**config.mk**
```make
export PLATFORM = sky130hd
export DESIGN_NAME = stamp_activity_ctrl
export DESIGN_NICKNAME = d
export VERILOG_FILES = /design/src/rtl/stamp_activity_ctrl.sv
export SDC_FILE = /design/constraint.sdc
export NUM_CORES = 1
export LEC_CHECK = 0
export ABC_AREA = 0
export ABC_CLOCK_PERIOD_IN_PS = 5800
export CAP_MARGIN = 20
export CORE_ASPECT_RATIO = 0.75
export CORE_MARGIN = 5
export CORE_UTILIZATION = 50
export CTS_CLUSTER_SIZE = 20
export DETAILED_ROUTE_END_ITERATION = 8
export PLACE_DENSITY = 0.69
export SLEW_MARGIN = 20
export SYNTH_ARGS = -nofsm -noshare
export SYNTH_HDL_FRONTEND = slang
export SYNTH_SLANG_ARGS = --single-unit
```
**constraint.sdc**
```tcl
create_clock -name i_clk -period 5.8 [get_ports i_clk]
set_clock_uncertainty 0.2 [all_clocks]
set_input_delay 1.16 -clock i_clk [delete_from_list [all_inputs] [get_ports i_clk]]
set_output_delay 1.16 -clock i_clk [all_outputs]
set_load 0.01 [all_outputs]
```
**src/rtl/stamp_activity_ctrl.sv**
```systemverilog
// rtl/stamp_activity_ctrl.sv - PWM activity controller with level ramps and signature strobes for a stamp array
module stamp_activity_ctrl #(
  parameter int PWM_BITS         = 8,
  parameter int XOR_PERIOD       = 16,
  parameter int RAMP_STEP_CYCLES = 256
) (
  input  logic                i_clk,
  input  logic                i_rst,
  input  logic                i_start,
  input  logic                i_stop,
  input  logic [PWM_BITS-1:0] i_level,
  output logic                o_ena,
  output logic                o_xor_ena,
  output logic                o_output_ena,
  output logic [1:0]          o_state,
  output logic                o_busy
);

  localparam logic [1:0] ST_IDLE      = 2'd0;
  localparam logic [1:0] ST_RAMP_UP   = 2'd1;
  localparam logic [1:0] ST_RUN       = 2'd2;
  localparam logic [1:0] ST_RAMP_DOWN = 2'd3;

  // Terminal counts; both counters are 16 bits to cover the full parameter range.
  localparam logic [15:0] STEP_LAST = 16'(RAMP_STEP_CYCLES - 1);
  localparam logic [15:0] XOR_LAST  = 16'(XOR_PERIOD - 1);

  logic [1:0]          state;
  logic [1:0]          state_nx;
  logic [PWM_BITS-1:0] target;
  logic [PWM_BITS-1:0] cur_level;
  logic [PWM_BITS-1:0] cur_level_nx;
  logic [PWM_BITS-1:0] pwm_cnt;
  logic [15:0]         step_cnt;
  logic [15:0]         step_cnt_nx;
  logic [15:0]         xor_cnt;
  logic                step_wrap;

  assign step_wrap = (step_cnt == STEP_LAST);
  assign o_state   = state;

  // Next state, ramp level and step counter; stop takes priority over ramp progress.
  always_comb begin
    state_nx     = state;
    cur_level_nx = cur_level;
    step_cnt_nx  = '0;
    case (state)
      ST_IDLE: begin
        cur_level_nx = '0;
        if (i_start && !i_stop) begin
          state_nx = ST_RAMP_UP;
        end
      end
      ST_RAMP_UP: begin
        if (i_stop) begin
          state_nx = ST_RAMP_DOWN;
        end else if (cur_level == target) begin
          state_nx = ST_RUN;
        end else begin
          step_cnt_nx = step_wrap ? '0 : step_cnt + 16'(1);
          if (step_wrap) begin
            cur_level_nx = cur_level + PWM_BITS'(1);
          end
        end
      end
      ST_RUN: begin
        if (i_stop) begin
          state_nx = ST_RAMP_DOWN;
        end
      end
      ST_RAMP_DOWN: begin
        if (cur_level == '0) begin
          state_nx = ST_IDLE;
        end else begin
          step_cnt_nx = step_wrap ? '0 : step_cnt + 16'(1);
          if (step_wrap) begin
            cur_level_nx = cur_level - PWM_BITS'(1);
          end
        end
      end
      default: begin
        state_nx = ST_IDLE;
      end
    endcase
  end

  // State, counters and registered outputs; outputs are gated by the next state so
  // that nothing from the old state leaks across a transition into IDLE or out of RUN.
  always_ff @(posedge i_clk) begin
    if (i_rst) begin
      state        <= ST_IDLE;
      target       <= '0;
      cur_level    <= '0;
      pwm_cnt      <= '0;
      step_cnt     <= '0;
      xor_cnt      <= '0;
      o_ena        <= 1'b0;
      o_xor_ena    <= 1'b0;
      o_output_ena <= 1'b0;
      o_busy       <= 1'b0;
    end else begin
      state     <= state_nx;
      cur_level <= cur_level_nx;
      step_cnt  <= step_cnt_nx;
      if (state == ST_IDLE && state_nx == ST_RAMP_UP) begin
        target <= i_level;
      end
      if (state != ST_IDLE && state_nx != ST_IDLE) begin
        pwm_cnt <= pwm_cnt + PWM_BITS'(1);
      end else begin
        pwm_cnt <= '0;
      end
      if (state == ST_RUN && state_nx == ST_RUN) begin
        xor_cnt <= (xor_cnt == XOR_LAST) ? '0 : xor_cnt + 16'(1);
      end else begin
        xor_cnt <= '0;
      end
      o_ena        <= (state != ST_IDLE) && (state_nx != ST_IDLE) && (pwm_cnt < cur_level);
      o_xor_ena    <= (state == ST_RUN) && (state_nx == ST_RUN) && (xor_cnt == XOR_LAST);
      o_output_ena <= (state_nx == ST_RUN);
      o_busy       <= (state_nx != ST_IDLE);
    end
  end

endmodule

```
==> reports/qor.csv, run 1 <==
metric,value,unit
dpl hpwl,4310,µm
Worst IR Drop VDD,0.165,mV
gr usage total,16.7,%
Worst setup SP type,flip-flop,
layout cells sized above 1,5.29,%
PostCTS Resize Cnt,0,
Initial Util,51.9,%
Max Cap Viol,0,
die extent in x,100,µm
Slew Limit Headroom,48.7,%
Non-Filler Instances,456,
synthesized area,0.00304,mm²
outcome,completed,
Worst Tran Pin Value,0.767,ns
fin. max-slew vios,0,
post-synth net total,384,
final critical-path setup slack,2.67,ns
switching portion of total power,25.8,%
placed cell count,441,
Top Usage Layer GRT,met1,
sw power,242,µW
register area share after synthesis,40.9,%
first-pass GRT wire length,10300,µm
Util after Layout,59.0,%
ANT cells,0,
Final Hold Fails,0,
vias per inst,5.27,
setup TNS,0,ns
I/O Pins,18,
largest net degree at the start of global routing,23,
Final Cycle Share,53.9,%
clock slew at reported path FFs,0.07,ns
clock buffer depth,2,
Worst-Skew Late Latency,0.34,ns
DIE HEIGHT,77.5,µm
total wire length,5940,µm
gr ovfl total,0,
Worst EP arrival,3.18,ns
vias,2402,
vias in the first global route,2130,
row cnt,24,
critical path peak fanout,15,
postcts setup bufs,0,
Synth warnings,0,
Worst path max stage delay,0.62,ns
per-cell routed wire length,13.0,µm
worst r2r path cells,8,
Pwr Density,271,mW/mm²
crit path capture type,flip-flop,
First-pass DRT Iterations,4,
TritonCTS buffer count,9,
"Primary FF master, synth",dfxtp_1,
Residual DRC,0,
Detailed Route Iter0 Violations,160,
GRT met2 Usage,22.2,%
core footprint,0.00586,mm²
Port Buffers,17,
"commonest cells after routing, fill and taps aside","dfxtp_1 (62), nor2_1 (58), nand2_1 (35)",
Async SR Flop Fraction,0,%
Critical Path RT,5.86,ns
final antenna-violating net count,0,
Area Growth Syn to Fin,13.7,%
antenna violations before repair,0,
"commonest non-fill, non-tap cell in the layout",dfxtp_1,
hold depth,1,
P_int,694,µW
clk root buf,clkbuf_8,
met3 global-route usage,7.17,%
Netlist cell types,44,
Comb power frac,11.8,%
post-synthesis cell count,355,
die area,0.00775,mm²
final setup vio count,0,
Worst Setup Slack post-DPL,2.51,ns
Hold Buf Count CTS,0,
Flop pwr share,49.0,%
cells along the critical path,and2_1 -> ha_1 -> a21oi_1 -> o221ai_1 -> o41ai_1 -> xor2_1 -> or4b_1 -> a31oi_1,
M1 GR Usage,24.0,%
Hold WC Path Type,reg -> reg,
leak pwr,0.00125,µW
synthesized flop and latch total,62,
Setup CP Type,reg -> reg,
# clock sinks,62,
fmax,320,MHz
CTS tree,done,
Post-synth EDFFs,0,
Mapped Avg Cell Area,8.55,µm²
nets,403,
fin crit period,3.13,ns
clock power share,39.2,%
GP Congestion,0.844,
H-tree level count,3,
crit path max-delay cell type,dfxtp_1,
setup repair after global routing missed its margin,no,
Hold WS,0.260,ns
final cells by class:
class / count / area, µm²
Inverter: 16 / 60.1
Clock inverter: 4 / 47.5
Multi-Input combinational cell: 268 / 1690
Clock buffer: 11 / 141
Tap cell: 78 / 97.6
Timing Repair Buffer: 17 / 170
Fill cell: 530 / 2400
Sequential cell: 62 / 1240
worst paths after layout:
kind	startpoint	slack, ns	end
setup / recovery	o_state[0]$_SDFF_PP0_	2.67	cur_level[7]$_SDFFE_PP0P_
hold / removal	step_cnt[0]$_SDFF_PP0_	0.26	step_cnt[0]$_SDFF_PP0_
setup reg to reg	o_state[0]$_SDFF_PP0_	2.67	cur_level[7]$_SDFFE_PP0P_
hold reg to reg	step_cnt[0]$_SDFF_PP0_	0.26	step_cnt[0]$_SDFF_PP0_
registers in the layout, indices dropped and copies added, names as in the netlist, 2 cells and up:
signal,flops
o_state,2
pwm_cnt,8
step_cnt,16
cur_level,8
target,8
xor_cnt,16
Yosys cell counts, drive strengths merged (2+ instances only):
library cell	count	area, µm²
buf	2	12.5
and3	7	43.8
xnor2	16	140
or3	3	18.8
a21oi	18	90.1
and4	3	27.5
a211o	2	17.5
a31oi	2	27.5
nor2	58	218
clkbuf	7	28.8
nor3	5	25.0
o21ai	5	25.0
inv	16	60.1
dfxtp	62	1240
nand2	36	143
nand2b	3	18.8
nand3	28	140
xor2	30	263
ha	16	200
mux2i	2	20.0
nand4	8	50.1
nor4	10	75.1
worst max-delay path: cells and delay by family (launching register included):
| family | cells | cell delay, ns |
|---|---|---|
| compound gates | 4 | 0.82 |
| xor+xnor | 1 | 0.14 |
| fa+ha+maj | 1 | 0.31 |
| flops | 1 | 0.62 |
| simple gates | 2 | 0.94 |
power by group through the flow:
stage | Combinational [µW] | Clock [µW] | Sequential [µW]
2_1_floorplan | 80.6 | 0 | 461
3_5_place_dp | 110 | 0 | 468
4_1_cts | 111 | 378 | 458
5_1_grt | 123 | 400 | 462
3_3_place_gp | 109 | 0 | 467
6_report | 110 | 367 | 458
through the flow:
| stage | area (µm²) | power, µW |
|---|---|---|
| 3_3_place_gp | 3260 | 576 |
| 2_1_floorplan | 3040 | 541 |
| 4_1_cts | 3450 | 947 |
| 3_5_place_dp | 3260 | 578 |
| 5_1_grt | 3450 | 984 |
| 6_report | 3450 | 935 |
routing by layer:
layer	up-vias	routed length (µm)	part of all wire (%)
met5	-	0	0
met4	0	80	1.3
met3	6	412	6.9
met2	54	2310	39
met1	1078	3140	53
li1	1264	-	-
cells by family (layout without fill, tap and decap cells):
group                      Yosys count  count (layout)  synth area share (%)
buffers and inverters               25              48                  3.34
DFF                                 62              62                  40.9
adders and majority gates           17              17                  7.25
and+or+nand+nor                    164             164                  25.8
xor gates and xnor gates            46              46                  13.3
muxes                                2               2                 0.659
AOI/OAI and AO/OA                   39              39                  8.86
(Power assumes the default switching activity.)
==> run 2: changes to the inputs <==
- ABC_CLOCK_PERIOD_IN_PS: 5800 -> 3300
- clock period: 5.8 -> 3.3 ns (I/O delays scaled with it)
==> run 2 against run 1 <==
Compared with the run above:
- total power rose by 96%
- worst setup slack got worse by 2.3 ns
- global-route usage rose by 0.62 points
- core utilization rose by 1.5 points
- critical path type unchanged
==> reports/qor.csv, run 2 (same netlist as run 1, synthesis figures left out) <==
metric,value,unit,change
Worst EP arrival,2.96,ns,-0.22 ns
Initial Util,51.9,%,unchanged
nets,407,,+0.99%
CTS tree,done,,
DP Area,0.00329,mm²,+0.92%
vias per inst,5.17,,-1.8%
Setup CP Type,reg -> reg,,
"commonest non-fill, non-tap cell in the layout",dfxtp_1,,
per-cell routed wire length,13.0,µm,-0.25%
critical path peak fanout,9,,-6
final critical-path setup slack,0.416,ns,-2.26 ns
outcome,completed,,
Final Total Pwr,1830,µW,+96%
TritonCTS buffer count,9,,unchanged
Worst Setup Slack post-DPL,0.458,ns,-2.05 ns
Slew Limit Headroom,46.9,%,-1.8 points
Pwr Density,517,mW/mm²,+91%
gr usage total,17.3,%,+0.62 points
"commonest cells after routing, fill and taps aside","dfxtp_1 (62), nor2_1 (58), nand2_1 (35)",,
I/O Pins,18,,unchanged
total wire length,5990,µm,+0.84%
row cnt,24,,unchanged
die area,0.00775,mm²,unchanged
Residual DRC,0,,unchanged
fin crit period,2.88,ns,-0.243 ns
Final Cycle Share,87.4,%,+33 points
vias,2385,,-0.71%
first-pass GRT wire length,10700,µm,+4.0%
Detailed Route Iter0 Violations,107,,-33%
gr ovfl total,0,,unchanged
Hold Buf Count CTS,0,,unchanged
clk root buf,clkbuf_8,,
Critical Path RT,3.37,ns,-2.49 ns
die extent in x,100,µm,unchanged
Area Growth Syn to Fin,16.5,%,
vias in the first global route,2307,,+8.3%
dpl hpwl,4260,µm,-1.0%
Worst-Skew Late Latency,0.35,ns,about the same
clock slew at reported path FFs,0.07,ns,about the same
DIE HEIGHT,77.5,µm,unchanged
H-tree level count,3,,unchanged
clock buffer depth,2,,unchanged
Port Buffers,17,,unchanged
fmax,347,MHz,+8.4%
antenna violations before repair,0,,unchanged
Worst Tran Pin Value,0.791,ns,+0.0232 ns
PostCTS Resize Cnt,0,,unchanged
First-pass DRT Iterations,4,,unchanged
Max Cap Viol,0,,unchanged
leak pwr,0.00130,µW,+3.9%
Hold WC Path Type,reg -> reg,,
GP Congestion,0.833,,-1.4%
Worst setup SP type,flip-flop,,
final setup vio count,0,,unchanged
crit path capture type,flip-flop,,
setup repair after global routing missed its margin,no,,
ANT cells,0,,unchanged
fin. max-slew vios,0,,unchanged
setup TNS,0,ns,unchanged
largest net degree at the start of global routing,19,,-17%
core footprint,0.00586,mm²,unchanged
layout cells sized above 1,6.79,%,+1.5 points
Final Hold Fails,0,,unchanged
final antenna-violating net count,0,,unchanged
postcts setup bufs,0,,unchanged
Worst IR Drop VDD,0.415,mV,+150%
post-route cell area,0.00354,mm²,+2.5%
biggest regs,"step_cnt: 16 flops, xor_cnt: 16 flops",,
# clock sinks,62,,unchanged
-- run 2: final timing paths --
path                               start  cells past startpoint                         to  slack [ns]
hold reg to reg   target[0]$_SDFFE_PP0P_                      2     target[0]$_SDFFE_PP0P_        0.27
hold / removal    target[0]$_SDFFE_PP0P_                      2     target[0]$_SDFFE_PP0P_        0.27
setup reg to reg   o_state[0]$_SDFF_PP0_                      8  cur_level[7]$_SDFFE_PP0P_        0.42
setup / recovery   o_state[0]$_SDFF_PP0_                      8  cur_level[7]$_SDFFE_PP0P_        0.42
-- run 2: power breakdown --
part | switching (µW) | internal, µW
logic | 124 | 91.9
clock network | 317 | 505
registers | 19.6 | 771
total | 461 | 1370
-- run 2: layer usage --
| metal | track usage, % | wire (µm) | vias up |
|---|---|---|---|
| li1 | - | - | 1269 |
| met1 | 24.1 | 3130 | 1063 |
| met2 | 24.0 | 2400 | 45 |
| met3 | 5.91 | 358 | 8 |
| met4 | 7.54 | 100 | 0 |
| met5 | 0 | 0 | - |
-- run 2: layout make-up --
type / instances / area (µm²)
well taps: 78 / 97.6
clock inverters: 7 / 121
multi-input cells: 268 / 1690
repair buffers: 21 / 200
clock buffers: 9 / 124
flip-flops and latches: 62 / 1240
inverters: 16 / 60.1
fillers: 529 / 2320
-- run 2: stage by stage --
stage               cells  utilization, %  hold WS, ns
finish                461            60.4        0.266
global route          461            60.4        0.299
CTS                   461            60.4        0.273
detailed placement    445            56.2        0.253
global placement      445            56.2        0.242
floorplan             355               -        0.226
-- run 2: critical path, stage by stage (launching register included) --
cell and delay, ns:
dfxtp_1 0.32, and2_1 0.42, ha_1 0.33, a21oi_1 0.19, o221ai_1 0.16, o41ai_1 0.41
xor2_1 0.14, or4b_1 0.48, a31oi_1 0.16
==> run 3: changes to the inputs <==
- CTS_CLUSTER_DIAMETER: default -> 120
- SLEW_MARGIN: 20 -> default
==> results of run 3 <==
Same layout as run 2: the final DEF is identical, and so are final timing and power.
